==> src/rtl/pool1_ctrl_if.sv <==
// pool1_ctrl_if -- memory-side bundle of the pool-1 sequencer.
//
// Groups the two conv-1 read ports (shared strobe, per-lane address and
// data) and the two P1 write ports (per-lane enable, address, data).
//
//   c1_rd_en                  controller -> conv mem   read strobe (both lanes)
//   c1_rd_addr0/1   [9:0]     controller -> conv mem   per-lane read address
//   c1_rd_data0/1   [DATA_W]  conv mem   -> controller per-lane read data
//   p1_we0/1                  controller -> P1 mem     per-lane write enable
//   p1_wr_addr0/1   [7:0]     controller -> P1 mem     per-lane write address
//   p1_wr_data0/1   [DATA_W]  controller -> P1 mem     per-lane write data
//
// master: the controller (pool1_ctrl); slave: the memory side.
interface pool1_ctrl_if #(
  parameter int DATA_W = 16
) ();
  logic              c1_rd_en;
  logic [9:0]        c1_rd_addr0;
  logic [9:0]        c1_rd_addr1;
  logic [DATA_W-1:0] c1_rd_data0;
  logic [DATA_W-1:0] c1_rd_data1;
  logic              p1_we0;
  logic              p1_we1;
  logic [7:0]        p1_wr_addr0;
  logic [7:0]        p1_wr_addr1;
  logic [DATA_W-1:0] p1_wr_data0;
  logic [DATA_W-1:0] p1_wr_data1;

  modport master (
    output c1_rd_en, c1_rd_addr0, c1_rd_addr1,
    input  c1_rd_data0, c1_rd_data1,
    output p1_we0, p1_we1, p1_wr_addr0, p1_wr_addr1, p1_wr_data0, p1_wr_data1
  );

  modport slave (
    input  c1_rd_en, c1_rd_addr0, c1_rd_addr1,
    output c1_rd_data0, c1_rd_data1,
    input  p1_we0, p1_we1, p1_wr_addr0, p1_wr_addr1, p1_wr_data0, p1_wr_data1
  );
endinterface

==> src/rtl/pool1_ctrl.sv <==
// pool1_ctrl -- 2x2 signed max-pool sequencer for the first pooling layer.
//
// Scans the IN_W x IN_W conv-1 output through two read ports and writes the
// (IN_W/2) x (IN_W/2) pooled result into P1 memory through two write ports.
// Lane 0 produces output rows 0..5 (P1 addr 0..71), lane 1 rows 6..11
// (P1 addr 72..143); both lanes run in lockstep off one FSM.
//
// Ports:
//   clk    in   clock
//   reset  in   synchronous active-low reset
//   start  in   one-cycle pulse, starts a pass when idle (ignored while busy)
//   bus    if   pool1_ctrl_if.master: conv read ports + P1 write ports
//   busy   out  pass in progress
//   done   out  sticky pass-complete flag, cleared by the next accepted start
//
// Build option: define POOL1_RELU_EN to clamp negative write data to 0
// (fused ReLU). The max itself is always taken on unclamped values.
//
// state | meaning
// ------+-----------------------------------------------------------
// IDLE  | waiting for start; done holds the result of the last pass
// READ  | four read strobes, tap k = 0..3 (dy = k[1], dx = k[0])
// WAIT  | RD_LAT cycles, no strobes, last tap data drains into max
// WRITE | one write per lane with the window max, then next window
// FIN   | one cycle after the last write; busy=0, done=1
module pool1_ctrl #(
  parameter int IN_W   = 24,
  parameter int DATA_W = 16,
  parameter int RD_LAT = 1
) (
  input  logic           clk,
  input  logic           reset,
  input  logic           start,
  pool1_ctrl_if.master   bus,
  output logic           busy,
  output logic           done
);

  localparam int OUT_W = IN_W / 2;
  localparam int LANE_ROWS = OUT_W / 2;
  localparam logic [7:0] LANE1_BASE = 8'(LANE_ROWS * OUT_W);
  localparam logic [3:0] LAST_COL = 4'(OUT_W - 1);
  localparam logic [3:0] LAST_ROW = 4'(LANE_ROWS - 1);
  localparam logic [3:0] ROW_OFS = 4'(LANE_ROWS);

  typedef enum logic [2:0] {
    IDLE  = 3'd0,
    READ  = 3'd1,
    WAIT  = 3'd2,
    WRITE = 3'd3,
    FIN   = 3'd4
  } state_t;

  state_t state;

  logic [3:0] orow;
  logic [3:0] ocol;
  logic [1:0] tap;
  logic [1:0] wait_cnt;

  logic [3:0] row_nxt;
  logic [3:0] col_nxt;

  // Delay line aligning (strobe, first tap) with the returning read data.
  logic [RD_LAT-1:0] dl_vld;
  logic [RD_LAT-1:0] dl_first;

  logic signed [DATA_W-1:0] max0;
  logic signed [DATA_W-1:0] max1;
  logic signed [DATA_W-1:0] max0_nxt;
  logic signed [DATA_W-1:0] max1_nxt;

  function automatic logic [9:0] rd_addr_f(input logic [3:0] row, input logic [3:0] col,
                                           input logic [1:0] k);
    logic [9:0] y;
    logic [9:0] x;
    y = {5'd0, row, 1'b0} + {9'd0, k[1]};
    x = {5'd0, col, 1'b0} + {9'd0, k[0]};
    return y * 10'(IN_W) + x;
  endfunction

  function automatic logic [7:0] wr_addr_f(input logic [3:0] row, input logic [3:0] col);
    return {4'd0, row} * 8'(OUT_W) + {4'd0, col};
  endfunction

  function automatic logic [DATA_W-1:0] wr_val(input logic [DATA_W-1:0] v);
`ifdef POOL1_RELU_EN
    return v[DATA_W-1] ? '0 : v;
`else
    return v;
`endif
  endfunction

  always_comb begin
    col_nxt = ocol + 4'd1;
    row_nxt = orow;
    if (ocol == LAST_COL) begin
      col_nxt = '0;
      row_nxt = orow + 4'd1;
    end
  end

  // The last tap lands on the same edge that enters WRITE, so the write
  // data is taken from the combinational next-max rather than the register.
  always_comb begin
    max0_nxt = max0;
    max1_nxt = max1;
    if (dl_vld[RD_LAT-1]) begin
      if (dl_first[RD_LAT-1] || ($signed(bus.c1_rd_data0) > max0))
        max0_nxt = $signed(bus.c1_rd_data0);
      if (dl_first[RD_LAT-1] || ($signed(bus.c1_rd_data1) > max1))
        max1_nxt = $signed(bus.c1_rd_data1);
    end
  end

  always_ff @(posedge clk) begin
    if (!reset) begin
      state           <= IDLE;
      orow            <= '0;
      ocol            <= '0;
      tap             <= '0;
      wait_cnt        <= '0;
      dl_vld          <= '0;
      dl_first        <= '0;
      max0            <= '0;
      max1            <= '0;
      busy            <= 1'b0;
      done            <= 1'b0;
      bus.c1_rd_en    <= 1'b0;
      bus.c1_rd_addr0 <= '0;
      bus.c1_rd_addr1 <= '0;
      bus.p1_we0      <= 1'b0;
      bus.p1_we1      <= 1'b0;
      bus.p1_wr_addr0 <= '0;
      bus.p1_wr_addr1 <= LANE1_BASE;
      bus.p1_wr_data0 <= '0;
      bus.p1_wr_data1 <= '0;
    end else begin
      dl_vld[0]   <= bus.c1_rd_en;
      dl_first[0] <= bus.c1_rd_en && (tap == 2'd0);
      for (int i = 1; i < RD_LAT; i++) begin
        dl_vld[i]   <= dl_vld[i-1];
        dl_first[i] <= dl_first[i-1];
      end
      max0 <= max0_nxt;
      max1 <= max1_nxt;

      case (state)
        IDLE: begin
          if (start) begin
            state           <= READ;
            orow            <= '0;
            ocol            <= '0;
            tap             <= 2'd0;
            done            <= 1'b0;
            busy            <= 1'b1;
            bus.c1_rd_en    <= 1'b1;
            bus.c1_rd_addr0 <= rd_addr_f(4'd0, 4'd0, 2'd0);
            bus.c1_rd_addr1 <= rd_addr_f(ROW_OFS, 4'd0, 2'd0);
          end
        end

        READ: begin
          if (tap == 2'd3) begin
            state        <= WAIT;
            tap          <= 2'd0;
            wait_cnt     <= 2'(RD_LAT - 1);
            bus.c1_rd_en <= 1'b0;
          end else begin
            tap             <= tap + 2'd1;
            bus.c1_rd_addr0 <= rd_addr_f(orow, ocol, tap + 2'd1);
            bus.c1_rd_addr1 <= rd_addr_f(orow + ROW_OFS, ocol, tap + 2'd1);
          end
        end

        WAIT: begin
          if (wait_cnt == 2'd0) begin
            state           <= WRITE;
            bus.p1_we0      <= 1'b1;
            bus.p1_we1      <= 1'b1;
            bus.p1_wr_addr0 <= wr_addr_f(orow, ocol);
            bus.p1_wr_addr1 <= wr_addr_f(orow, ocol) + LANE1_BASE;
            bus.p1_wr_data0 <= wr_val(max0_nxt);
            bus.p1_wr_data1 <= wr_val(max1_nxt);
          end else begin
            wait_cnt <= wait_cnt - 2'd1;
          end
        end

        WRITE: begin
          bus.p1_we0 <= 1'b0;
          bus.p1_we1 <= 1'b0;
          if ((orow == LAST_ROW) && (ocol == LAST_COL)) begin
            state <= FIN;
            busy  <= 1'b0;
            done  <= 1'b1;
          end else begin
            state           <= READ;
            orow            <= row_nxt;
            ocol            <= col_nxt;
            tap             <= 2'd0;
            bus.c1_rd_en    <= 1'b1;
            bus.c1_rd_addr0 <= rd_addr_f(row_nxt, col_nxt, 2'd0);
            bus.c1_rd_addr1 <= rd_addr_f(row_nxt + ROW_OFS, col_nxt, 2'd0);
          end
        end

        FIN: begin
          state <= IDLE;
        end

        default: begin
          state        <= IDLE;
          busy         <= 1'b0;
          bus.c1_rd_en <= 1'b0;
          bus.p1_we0   <= 1'b0;
          bus.p1_we1   <= 1'b0;
        end
      endcase
    end
  end

endmodule

==> src/flat_wrapper.sv <==
// flat-port wrapper written by rule: the top's interface ports become plain ports
module pool1_ctrl_flat 
#(
  parameter int IN_W   = 24,
  parameter int DATA_W = 16,
  parameter int RD_LAT = 1
)
  (clk, reset, start, busy, done, bus_c1_rd_en, bus_c1_rd_addr0, bus_c1_rd_addr1, bus_c1_rd_data0, bus_c1_rd_data1, bus_p1_we0, bus_p1_we1, bus_p1_wr_addr0, bus_p1_wr_addr1, bus_p1_wr_data0, bus_p1_wr_data1);
  pool1_ctrl_if #(.DATA_W(DATA_W)) bus_i ();
  input  logic clk;
  input  logic reset;
  input  logic start;
  output logic busy;
  output logic done;
  output wire logic [$bits(bus_i.c1_rd_en)-1:0] bus_c1_rd_en;
  output wire logic [$bits(bus_i.c1_rd_addr0)-1:0] bus_c1_rd_addr0;
  output wire logic [$bits(bus_i.c1_rd_addr1)-1:0] bus_c1_rd_addr1;
  input wire logic [$bits(bus_i.c1_rd_data0)-1:0] bus_c1_rd_data0;
  input wire logic [$bits(bus_i.c1_rd_data1)-1:0] bus_c1_rd_data1;
  output wire logic [$bits(bus_i.p1_we0)-1:0] bus_p1_we0;
  output wire logic [$bits(bus_i.p1_we1)-1:0] bus_p1_we1;
  output wire logic [$bits(bus_i.p1_wr_addr0)-1:0] bus_p1_wr_addr0;
  output wire logic [$bits(bus_i.p1_wr_addr1)-1:0] bus_p1_wr_addr1;
  output wire logic [$bits(bus_i.p1_wr_data0)-1:0] bus_p1_wr_data0;
  output wire logic [$bits(bus_i.p1_wr_data1)-1:0] bus_p1_wr_data1;
  assign bus_c1_rd_en = bus_i.c1_rd_en;
  assign bus_c1_rd_addr0 = bus_i.c1_rd_addr0;
  assign bus_c1_rd_addr1 = bus_i.c1_rd_addr1;
  assign bus_i.c1_rd_data0 = bus_c1_rd_data0;
  assign bus_i.c1_rd_data1 = bus_c1_rd_data1;
  assign bus_p1_we0 = bus_i.p1_we0;
  assign bus_p1_we1 = bus_i.p1_we1;
  assign bus_p1_wr_addr0 = bus_i.p1_wr_addr0;
  assign bus_p1_wr_addr1 = bus_i.p1_wr_addr1;
  assign bus_p1_wr_data0 = bus_i.p1_wr_data0;
  assign bus_p1_wr_data1 = bus_i.p1_wr_data1;
  pool1_ctrl #(.IN_W(IN_W), .DATA_W(DATA_W), .RD_LAT(RD_LAT)) u_core (.clk(clk), .reset(reset), .start(start), .bus(bus_i), .busy(busy), .done(done));
endmodule
==> config.mk <==
export PLATFORM = sky130hd
export DESIGN_NAME = pool1_ctrl_flat
export DESIGN_NICKNAME = d
export VERILOG_FILES = /design/src/rtl/pool1_ctrl_if.sv /design/src/rtl/pool1_ctrl.sv /design/src/flat_wrapper.sv
export SDC_FILE = /design/constraint.sdc
export NUM_CORES = 1
export LEC_CHECK = 0
export CAP_MARGIN = 20
export CORE_ASPECT_RATIO = 1.1
export CORE_MARGIN = 2
export CORE_UTILIZATION = 50
export DETAILED_ROUTE_END_ITERATION = 6
export PLACE_DENSITY = 0.75
export SETUP_SLACK_MARGIN = 0.3
export SLEW_MARGIN = 40
export SYNTH_ARGS = -nofsm -noshare
export SYNTH_HDL_FRONTEND = slang
export SYNTH_SLANG_ARGS = --single-unit
==> constraint.sdc <==
create_clock -name clk -period 6.9 [get_ports clk]
set_input_delay 1.38 -clock clk [delete_from_list [all_inputs] [get_ports clk]]
set_output_delay 1.38 -clock clk [all_outputs]
set_load 0.05 [all_outputs]
After elaboration in Yosys (flattened, before gate mapping):

Cells that the tools add are included.

* bits in registers: 121
* latch bits: 0
* memory bits (writable): 0
* memory bits (read-only): 0
* input port bits: 35
* memories kept: 0

* $add $sub $neg: 15
* multiply operators: 5
* div/mod/pow operators: 0
* magnitude comparators: 2
* equal/unequal tests: 14
* shift operators: 0
* mux-type cells: 42
* bitwise operators: 3
* reduce and logical (&&, ||, !) cells: 23

Operators with widths (number)
* 2-to-1 mux 16 bit: 4
* 2-to-1 mux 10 bit: 6
* case mux 10 bit (3 select lines): 2
* greater-than comparator 16 bit: 2
* adder 10 bit: 2
* adder 10 x 5 -> 10 bit: 2
* multiplier 10 x 2 -> 7 bit, second input constant: 2
* 2-to-1 mux 4 bit: 5
* adder 5 x 1 -> 6 bit: 3
* multiplier 4 x 2 -> 6 bit, second input constant: 3
* AND reduction 3 bit: 6
* case mux 4 bit (2 select lines): 2
* 2-to-1 mux 3 bit: 4
* case mux 3 bit (4 select lines): 1
* 2-to-1 mux 2 bit: 5
* adder 4 x 1 -> 4 bit, second input constant: 2
* adder 4 x 3 -> 4 bit, second input constant: 2
* adder 8 x 4 -> 8 bit: 1
* adder 8 x 7 -> 8 bit, second input constant: 1
* inequality test 2 bit, second input constant: 4
* AND reduction 4 bit: 2
* 2-to-1 mux 1 bit: 7
* == test 3 x 2 -> 1 bit, second input constant: 2
* inequality test 2 x 1 -> 1 bit, second input constant: 3
* other kinds (22): 31

Longest topological paths before layout:

Gate-level depths: netlist of the first run.

* word-level depth: 7
* gate-level depth with buffers: 14
* gate-level depth less buffers: 14

Worst setup path before layout of the first run:

Ideal clock, no wire load.

* path type: flip-flop to flip-flop
* from: register u_core.orow[1]
* to: register u_core.bus.c1_rd_addr1[9]
* library setup time: 120 ps
* arrival: 3304 ps
* path slack: 3476 ps
* stages on the path, launching flop included: 13
* buffers on the path: 0
* clock period less this slack: 3424 ps
* cell sequence: dfxtp_1 > inv_1 > ha_1 > nor2_1 > a21oi_1 > ha_1 > xnor3_1 > ha_1 > xnor2_1 > nand4_1 > or3_1 > nand3_1 > a21oi_1

* word-level cells in the longest chain between the ends: 7
* elaborated cells between the ends (all ways): 16
* those cells by class: add/sub: 6; mul: 2; eq/ne: 2; mux: 4; reduce/logical: 2

RTL lines
* start, declared: RTL line pool1_ctrl.sv:56 `logic [3:0] orow;`
* start signal, assigned: RTL line pool1_ctrl.sv:199 `orow <= row_nxt;`
* parallel branches: the longest is 7 deep, another holds multiplier 10 x 2 -> 7 bit
* end signal, assigned: RTL line pool1_ctrl.sv:159 `bus.c1_rd_addr1 <= rd_addr_f(ROW_OFS, 4'd0, 2'd0);`
* end signal, assigned: RTL line pool1_ctrl.sv:172 `bus.c1_rd_addr1 <= rd_addr_f(orow + ROW_OFS, ocol, tap + 2'd1);`
* end signal, assigned: RTL line pool1_ctrl.sv:204 `bus.c1_rd_addr1 <= rd_addr_f(row_nxt + ROW_OFS, col_nxt, 2'd0);`
* end, declared: RTL line pool1_ctrl_if.sv:30 `output c1_rd_en, c1_rd_addr0, c1_rd_addr1,`

Several ways; the timed one is not identified. The select of a mux whose other input is x is not followed.
A chain may end at the register's enable or synchronous reset.

Worst setup path after layout of the first run:

Same ends and word-level chain as after synthesis.

==> insert_results.sql, run 1 <==
INSERT INTO impl_metrics (metric_group, metric, value, unit) VALUES
('outcome', 'run_status', 'complete, no violations', ''),
('synthesis', 'synthesis.nets', '902', ''),
('routing', 'route.antenna.remaining_nets', '0', ''),
('place', 'detailed_place.area', '7841', 'um^2'),
('setup_path', 'timing.reg2reg.setup_slack', '2910', 'ps'),
('cts', 'clockRootBuffer', 'sky130_fd_sc_hd__clkbuf_16', ''),
('routing', 'routed-via-count', '5746', ''),
('pwr', 'net-switching-power', '0.4005', 'mW'),
('routing', 'drtPass1Iterations', '7', ''),
('pwr', 'sequentialPowerShare', '39.8', '%'),
('synthesis', 'post-synth-top-count-cell', 'sky130_fd_sc_hd__dfxtp_1', ''),
('synthesis', 'post_synth_top_cells', 'sky130_fd_sc_hd__dfxtp_1, sky130_fd_sc_hd__nand2_1, sky130_fd_sc_hd__ha_1, sky130_fd_sc_hd__inv_1', ''),
('setup_path', 'critPathKind', 'flop to flop', ''),
('routing', 'wl_per_cell', '14.97', 'um'),
('cts', 'clock-sinks', '113', ''),
('setup_path', 'path_cells', 'inv_1 -> ha_1 -> nor2_1 -> a21oi_1 -> ha_1 -> xnor3_1 -> ha_1 -> xnor2_1 -> nand4_1 -> or3_1 -> nand3_1 -> a21oi_1', ''),
('setup_path', 'timing.critical_path.fanout_max', '11', ''),
('global_route', 'number_of_global_route_vias_before_repair', '5561', ''),
('global_route', 'grt_start_max_net_pins', '114', ''),
('pwr', 'vdd.ir_drop.worst', '155.8', 'uV'),
('sta', 'slew-limit-headroom', '49.02', '%'),
('finish', 'finish.net_count', '987', ''),
('sta', 'timing.final.max_slew_violations', '0', ''),
('cts', 'cts.path.max_buffers', '2', ''),
('pwr', 'comb_power_share', '10.8', '%'),
('routing', 'drt-total-wl', '15760', 'um'),
('cts', 'cts-resized-gates', '0', ''),
('cts', 'tritoncts_clock_tree', 'yes', ''),
('floorplan', 'io_pins', '108', ''),
('synthesis', 'synth.yosys.seq_area_share', '33.38', '%'),
('finish', 'fraction_of_final_layout_cells_with_drive_strength_greater_than_1', '5.605', '%'),
('setup_path', 'critical_path.reg2reg.startpoint', 'u_core.orow[1]', ''),
('finish', 'finish.instance_area', '8437', 'um^2'),
('min_path', 'worstHoldPathType', 'flop to flop', ''),
('setup_path', 'timing.critical_path.slowest_stage_cell', 'sky130_fd_sc_hd__dfxtp_1', ''),
('synthesis', 'netlist.top_cell.by_area', 'sky130_fd_sc_hd__dfxtp_1', ''),
('routing', 'drt_drc_violations_left', '0', ''),
('synthesis', 'top_cell_type_s_share_of_synthesized_area', '33.38', '%'),
('place', 'place_hpwl', '11120', 'um'),
('synthesis', 'synthesis.yosys.warnings', '0', ''),
('finish', 'antenna_cells', '0', ''),
('sta', 'hold_violations_final', '0', ''),
('floorplan', 'fp.dieW', '115.0', 'um'),
('cts', 'clock_latency', '410', 'ps'),
('setup_path', 'timing.critical_path.max_delay_family', 'adder cells', ''),
('place', 'preCtsSetupSlack', '2695', 'ps'),
('sta', 'timing.setup.tns', '0', 'ps'),
('sta', 'timing.clock.skew', '6.190', 'ps'),
('finish', 'synthToLayoutAreaGrowth', '24.48', '%'),
('synthesis', 'synth-seq-cells', '113', ''),
('setup_path', 'timing.critical_path.required', '7200', 'ps'),
('pwr', 'netSwitchingFraction', '23.42', '%'),
('finish', 'layout_utilization', '63.85', '%'),
('pwr', 'power_per_cell_area', '202.7', 'nW/um^2'),
('sta', 'clock.fmax', '250.7', 'MHz'),
('cts', 'htree_num_levels', '4', ''),
('synthesis', 'synth_top_cells_by_area', 'sky130_fd_sc_hd__dfxtp_1, sky130_fd_sc_hd__ha_1, sky130_fd_sc_hd__nand2_1', ''),
('sta', 'timing.final.crit_period', '3989', 'ps'),
('cts', 'cts_setup_buffers', '0', ''),
('pwr', 'power.clock.fraction', '49.4', '%'),
('floorplan', 'y_dimension_of_the_die', '126.1', 'um'),
('setup_path', 'critical_path.startpoint_type', 'flop', ''),
('sta', 'max_slew.worst_pin.slew', '758.9', 'ps'),
('min_path', 'hp-start', 'u_core.bus.c1_rd_addr1[6]', ''),
('floorplan', 'area_of_the_placeable_core', '13210', 'um^2'),
('routing', 'first_iter_violations', '450', ''),
('min_path', 'whs_path_depth', '2', ''),
('synthesis', 'ys_async_sr_fraction', '0', '%'),
('setup_path', 'critical_path.n_buffers_inverters', '1', ''),
('floorplan', 'floorplan.initialDensity', '51.30', '%'),
('floorplan', 'floorplan.die_area', '14500', 'um^2');
-- layout by cell type, fill, tap and decap left out, types with 9 or more instances in the layout --
master / count
sky130_fd_sc_hd__dfxtp_1: 113
sky130_fd_sc_hd__clkdlybuf4s50_1: 106
sky130_fd_sc_hd__nand2_1: 83
sky130_fd_sc_hd__ha_1: 65
sky130_fd_sc_hd__inv_1: 61
sky130_fd_sc_hd__a21oi_1: 60
sky130_fd_sc_hd__o21ai_0: 60
sky130_fd_sc_hd__nor2b_1: 41
sky130_fd_sc_hd__nor2_1: 34
sky130_fd_sc_hd__xnor2_1: 28
sky130_fd_sc_hd__mux2i_1: 20
sky130_fd_sc_hd__a31oi_1: 18
sky130_fd_sc_hd__clkbuf_16: 17
sky130_fd_sc_hd__a21boi_0: 14
sky130_fd_sc_hd__a21boi_1: 11
sky130_fd_sc_hd__xor2_1: 11
sky130_fd_sc_hd__nand4_1: 10
sky130_fd_sc_hd__nand3_1: 10
sky130_fd_sc_hd__nor3_1: 9
-- routing by layer --
metal / GRT usage (%) / vias up / routed length, um
met2: 37.30 / 160 / 7751
met1: 27.26 / 2631 / 6927
met3: 4.860 / 27 / 710
li1: - / 2928 / -
met4: 10.06 / 0 / 371
met5: 0 / - / 0
-- flip-flops by register name (all words and copies together), names as in the netlist --
name	cells
u_core.wait_cnt	2
u_core.bus.p1_wr_data0	16
u_core.bus.p1_wr_data1	16
u_core.bus.p1_wr_addr0	5
u_core.max1	16
u_core.bus.c1_rd_en	1
u_core.bus.c1_rd_addr0	5
u_core.tap	2
u_core.bus.c1_rd_addr1	10
u_core.bus.p1_we0	1
u_core.dl_first	1
u_core.ocol	4
u_core.done	1
u_core.max0	16
u_core.orow	4
u_core.dl_vld	1
u_core.bus.p1_wr_addr1	8
u_core.busy	1
u_core.state	3
-- per-stage QoR --
stage | instances | power, mW
2_1_floorplan | 796 | 0.8169
3_3_place_gp | 1022 | 0.8722
3_5_place_dp | 1022 | 0.8743
4_1_cts | 1052 | 1.723
5_1_grt | 1053 | 1.776
6_report | 1053 | 1.710
-- area by class of cell --
type | instances | area [um^2]
Inverter | 61 | 229.0
Clock buffer | 24 | 491.7
Timing Repair Buffer | 110 | 1100
Clock inverter | 6 | 80.08
Fill cell | 1107 | 4776
Sequential cell | 113 | 2262
Multi-Input combinational cell | 578 | 4073
Tap cell | 161 | 201.4
-- cells by family after synthesis --
kind of cell / count (synthesis) / share of synthesized area [%]
adder cells (fa/ha/maj): 71 / 13.77
XOR/XNOR: 41 / 5.612
buffers and inverters: 105 / 6.683
multiplexers: 24 / 3.877
AND/OR/NAND/NOR: 232 / 17.52
flip-flops: 113 / 33.38
AO/OA/AOI/OAI: 210 / 19.16
-- worst max-delay path by stage --
stage,end,slack [ps],cells past startpoint,from
global route,u_core.bus.c1_rd_addr1[9],2550,12,u_core.orow[1]
detailed placement,u_core.bus.p1_wr_data1[10],2690,9,bus_c1_rd_data1[10]
finish,u_core.bus.c1_rd_addr1[9],2910,12,u_core.orow[1]
floorplan,u_core.bus.c1_rd_addr1[9],3480,12,u_core.orow[1]
CTS,u_core.bus.c1_rd_addr1[9],2870,12,u_core.orow[1]
global placement,u_core.bus.p1_wr_data1[10],2720,9,bus_c1_rd_data1[7]
-- power by group through the flow --
| stage | registers [mW] | clock network (mW) | logic [mW] |
|---|---|---|---|
| finish | 0.681 | 0.844 | 0.185 |
| CTS | 0.681 | 0.859 | 0.183 |
| detailed placement | 0.694 | 0 | 0.180 |
| global route | 0.682 | 0.889 | 0.204 |
| global placement | 0.694 | 0 | 0.178 |
| floorplan | 0.708 | 0 | 0.108 |
-- tightest hold or removal path, stage by stage (launching register included) --
cell and delay, ps:
sky130_fd_sc_hd__dfxtp_1 300, sky130_fd_sc_hd__nand2_1 40, sky130_fd_sc_hd__a21boi_0 70
Note: power is estimated with default switching activity, not from simulation.
==> run 2, diff against run 1 <==
Settings changed: CORE_UTILIZATION 50 to 49, PLACE_DENSITY 0.75 to 0.77.
Clock period 6.9 ns to 3.26 ns, I/O delays scaled along.
==> insert_results.sql, run 2 (synthesized netlist as in run 1, its figures left out) <==
INSERT INTO impl_metrics (metric_group, metric, value, unit) VALUES
('cts', 'tritoncts_clock_tree', 'yes', ''),
('finish', 'layout.cells.most_common', 'sky130_fd_sc_hd__dfxtp_1', ''),
('setup_path', 'cp_data_arrival_time', '3140', 'ps'),
('cts', 'htree_num_levels', '4', ''),
('sta', 'max_slew.worst_pin.slew', '838.0', 'ps'),
('routing', 'wl_per_cell', '14.98', 'um'),
('setup_path', 'timing.critical_path.fanout_max', '8', ''),
('routing', 'first_iter_violations', '426', ''),
('sta', 'timing.final.crit_period', '2830', 'ps'),
('finish', 'final.fill_count', '1104', ''),
('finish', 'finish.instance_area', '8989', 'um^2'),
('sta', 'timing.final.max_slew_violations', '0', ''),
('floorplan', 'rows', '45', ''),
('global_route', 'gr-usage-all-layers', '22.79', '%'),
('global_route', 'total_congestion_overflow', '0', ''),
('setup_path', 'kind_of_end_point_of_the_critical_path', 'flop', ''),
('pwr', 'power_per_cell_area', '439.3', 'nW/um^2'),
('floorplan', 'y_dimension_of_the_die', '127.4', 'um'),
('pwr', 'vdd.ir_drop.worst', '258.3', 'uV'),
('flow_run', 'cap_violations', '0', ''),
('pwr', 'power.clock.fraction', '53.2', '%'),
('global_route', 'global_route_wire_length_before_repair', '26560', 'um'),
('cts', 'clock_latency', '420', 'ps'),
('floorplan', 'floorplan.die_area', '14790', 'um^2'),
('cts', 'clock-sinks', '113', ''),
('routing', 'drt-total-wl', '16590', 'um'),
('cts', 'numCtsBuffers', '17', ''),
('cts', 'post_cts_clock_slew_at_the_launch_and_capture_registers_of_the_worst_setup_and_hold_paths', '60', 'ps'),
('floorplan', 'area_of_the_placeable_core', '13680', 'um^2'),
('finish', 'finish.net_count', '1013', ''),
('pwr', 'internal_power', '3.046', 'mW'),
('routing', 'drt_drc_violations_left', '0', ''),
('global_route', 'grt_antenna_before_repair', '0', ''),
('finish', 'synthToLayoutAreaGrowth', '32.62', '%'),
('cts', 'clockRootBuffer', 'sky130_fd_sc_hd__clkbuf_16', ''),
('cts', 'cts.path.max_buffers', '2', ''),
('pwr', 'net-switching-power', '0.9029', 'mW'),
('sta', 'timing.clock.skew', '9.348', 'ps'),
('outcome', 'run_status', 'complete, no violations', ''),
('pwr', 'sequentialPowerShare', '36.5', '%'),
('floorplan', 'fp.dieW', '116.1', 'um'),
('sta', 'grt_setup_unrepaired', 'true', ''),
('finish', 'layout_common_cells', 'sky130_fd_sc_hd__dfxtp_1, sky130_fd_sc_hd__clkdlybuf4s50_1, sky130_fd_sc_hd__nand2_1', ''),
('floorplan', 'floorplan.initialDensity', '49.54', '%'),
('setup_path', 'timing.critical_path.required', '3570', 'ps'),
('setup_path', 'critical_path.startpoint_type', 'flop', ''),
('sta', 'min_period_over_period', '86.81', '%'),
('global_route', 'grt_start_max_net_pins', '114', ''),
('sta', 'setup_viol_count_final', '0', ''),
('routing', 'routed-via-count', '5953', ''),
('finish', 'antenna_cells', '0', ''),
('setup_path', 'critPathKind', 'flop to flop', ''),
('place', 'detailed_place.area', '8087', 'um^2'),
('pwr', 'comb_power_share', '10.3', '%'),
('place', 'place_hpwl', '11360', 'um'),
('routing', 'drtPass1Iterations', '5', ''),
('routing', 'vias_per_cell', '5.378', ''),
('sta', 'clock.fmax', '353.4', 'MHz'),
('min_path', 'worstHoldPathType', 'flop to flop', ''),
('sta', 'hold_violations_final', '0', ''),
('place', 'buffer_ports.inserted', '107', ''),
('place', 'finalWeightedCongestion', '0.9373', ''),
('pwr', 'netSwitchingFraction', '22.87', '%'),
('routing', 'route.antenna.remaining_nets', '0', ''),
('floorplan', 'io_pins', '108', ''),
('sta', 'timing.setup.tns', '0', 'ps'),
('pwr', 'power.leakage', '3.453', 'nW'),
('global_route', 'number_of_global_route_vias_before_repair', '5601', ''),
('finish', 'fraction_of_final_layout_cells_with_drive_strength_greater_than_1', '12.30', '%'),
('sta', 'slew-limit-headroom', '43.71', '%');
-- run 2: changes by cell type in the layout (fill, tap and decap cells not counted), moves of 3 or more --
| cell | previous run | this run |
|---|---|---|
| sky130_fd_sc_hd__xnor2_2 | 1 | 4 |
| sky130_fd_sc_hd__dfxtp_1 | 113 | 109 |
| sky130_fd_sc_hd__bufinv_16 | 2 | 5 |
| sky130_fd_sc_hd__nor2_2 | 2 | 6 |
| sky130_fd_sc_hd__ha_4 | 0 | 5 |
| sky130_fd_sc_hd__buf_4 | 1 | 25 |
| sky130_fd_sc_hd__ha_1 | 65 | 57 |
| sky130_fd_sc_hd__xnor2_1 | 28 | 23 |
| sky130_fd_sc_hd__buf_12 | 0 | 3 |
| sky130_fd_sc_hd__ha_2 | 0 | 3 |
| sky130_fd_sc_hd__inv_1 | 61 | 58 |
| sky130_fd_sc_hd__nor2_1 | 34 | 30 |
| sky130_fd_sc_hd__dfxtp_2 | 0 | 3 |
| sky130_fd_sc_hd__clkinvlp_4 | 0 | 3 |
-- run 2: power by group through the flow --
stage	Sequential (mW)	Combinational [mW]	Clock [mW]
after floorplan	1.50	0.229	0
after global routing	1.44	0.446	2.19
after detailed placement	1.47	0.392	0
after global placement	1.47	0.387	0
after CTS	1.44	0.400	2.12
final	1.44	0.407	2.10
-- run 2: path summary, 6_finish.rpt --
path	start	to	slack (ps)	cells after the start
max	u_core.ocol[3]	u_core.bus.c1_rd_addr1[9]	430	12
min	u_core.bus.c1_rd_addr1[6]	u_core.bus.c1_rd_addr1[6]	460	2
max reg2reg	u_core.ocol[3]	u_core.bus.c1_rd_addr1[9]	430	12
min reg2reg	u_core.bus.c1_rd_addr1[6]	u_core.bus.c1_rd_addr1[6]	460	2
-- run 2: layout make-up --
| cell class | count | area (um^2) | share of cell area, % |
|---|---|---|---|
| multi-input combinational | 578 | 4255 | 47.34 |
| clock inverter | 9 | 175.2 | 1.949 |
| tap | 188 | 235.2 | 2.617 |
| sequential | 113 | 2270 | 25.25 |
| timing repair buffer | 136 | 1325 | 14.74 |
| clock buffer | 22 | 495.5 | 5.512 |
| inverter | 61 | 232.7 | 2.589 |
-- run 2: metal layers --
metal  routed length [um]  up-vias  track usage [%]  part of all wire (%)
met5                    0        -                0                     0
met4                  363        0            7.913                   2.2
met1                 7210     2789            28.10                    43
met3                  832       29            5.693                   5.0
li1                     -     2976                -                     -
met2                 8181      159            38.60                    49
-- run 2: metrics by stage --
stage | power (mW) | std cells | setup slack (ps) | util (%) | hold WS (ps)
floorplan | 1.728 | 796 | 375.7 | - | 454.1
global placement | 1.854 | 1066 | 90.71 | 59.10 | 452.8
detailed placement | 1.859 | 1066 | 11.52 | 59.10 | 459.8
CTS | 3.961 | 1100 | 313.8 | 64.44 | 467.1
global route | 4.076 | 1107 | 294.8 | 65.70 | 499.6
finish | 3.949 | 1107 | 430.0 | 65.70 | 461.4
-- run 2: critical path: stages (launching register included) --
cell and delay, ps:
sky130_fd_sc_hd__dfxtp_1 430, sky130_fd_sc_hd__buf_4 180, sky130_fd_sc_hd__nand3b_4 170, sky130_fd_sc_hd__a21oi_4 260, sky130_fd_sc_hd__ha_2 200, sky130_fd_sc_hd__xnor3_2 290, sky130_fd_sc_hd__ha_4 330, sky130_fd_sc_hd__nand2_1 70
sky130_fd_sc_hd__o21ai_2 180, sky130_fd_sc_hd__xnor2_2 100, sky130_fd_sc_hd__or3_1 350, sky130_fd_sc_hd__nand3_1 100, sky130_fd_sc_hd__a21oi_1 60
-- run 2: what timing repair did --
action / CTS / global route
gates resized for setup: 6 / 26
pin swaps: 1 / 8
hold buffers: 0 / 0
setup endpoints to repair: 6 / 8
cloned: 0 / 0
buffers inserted: 3 / 7
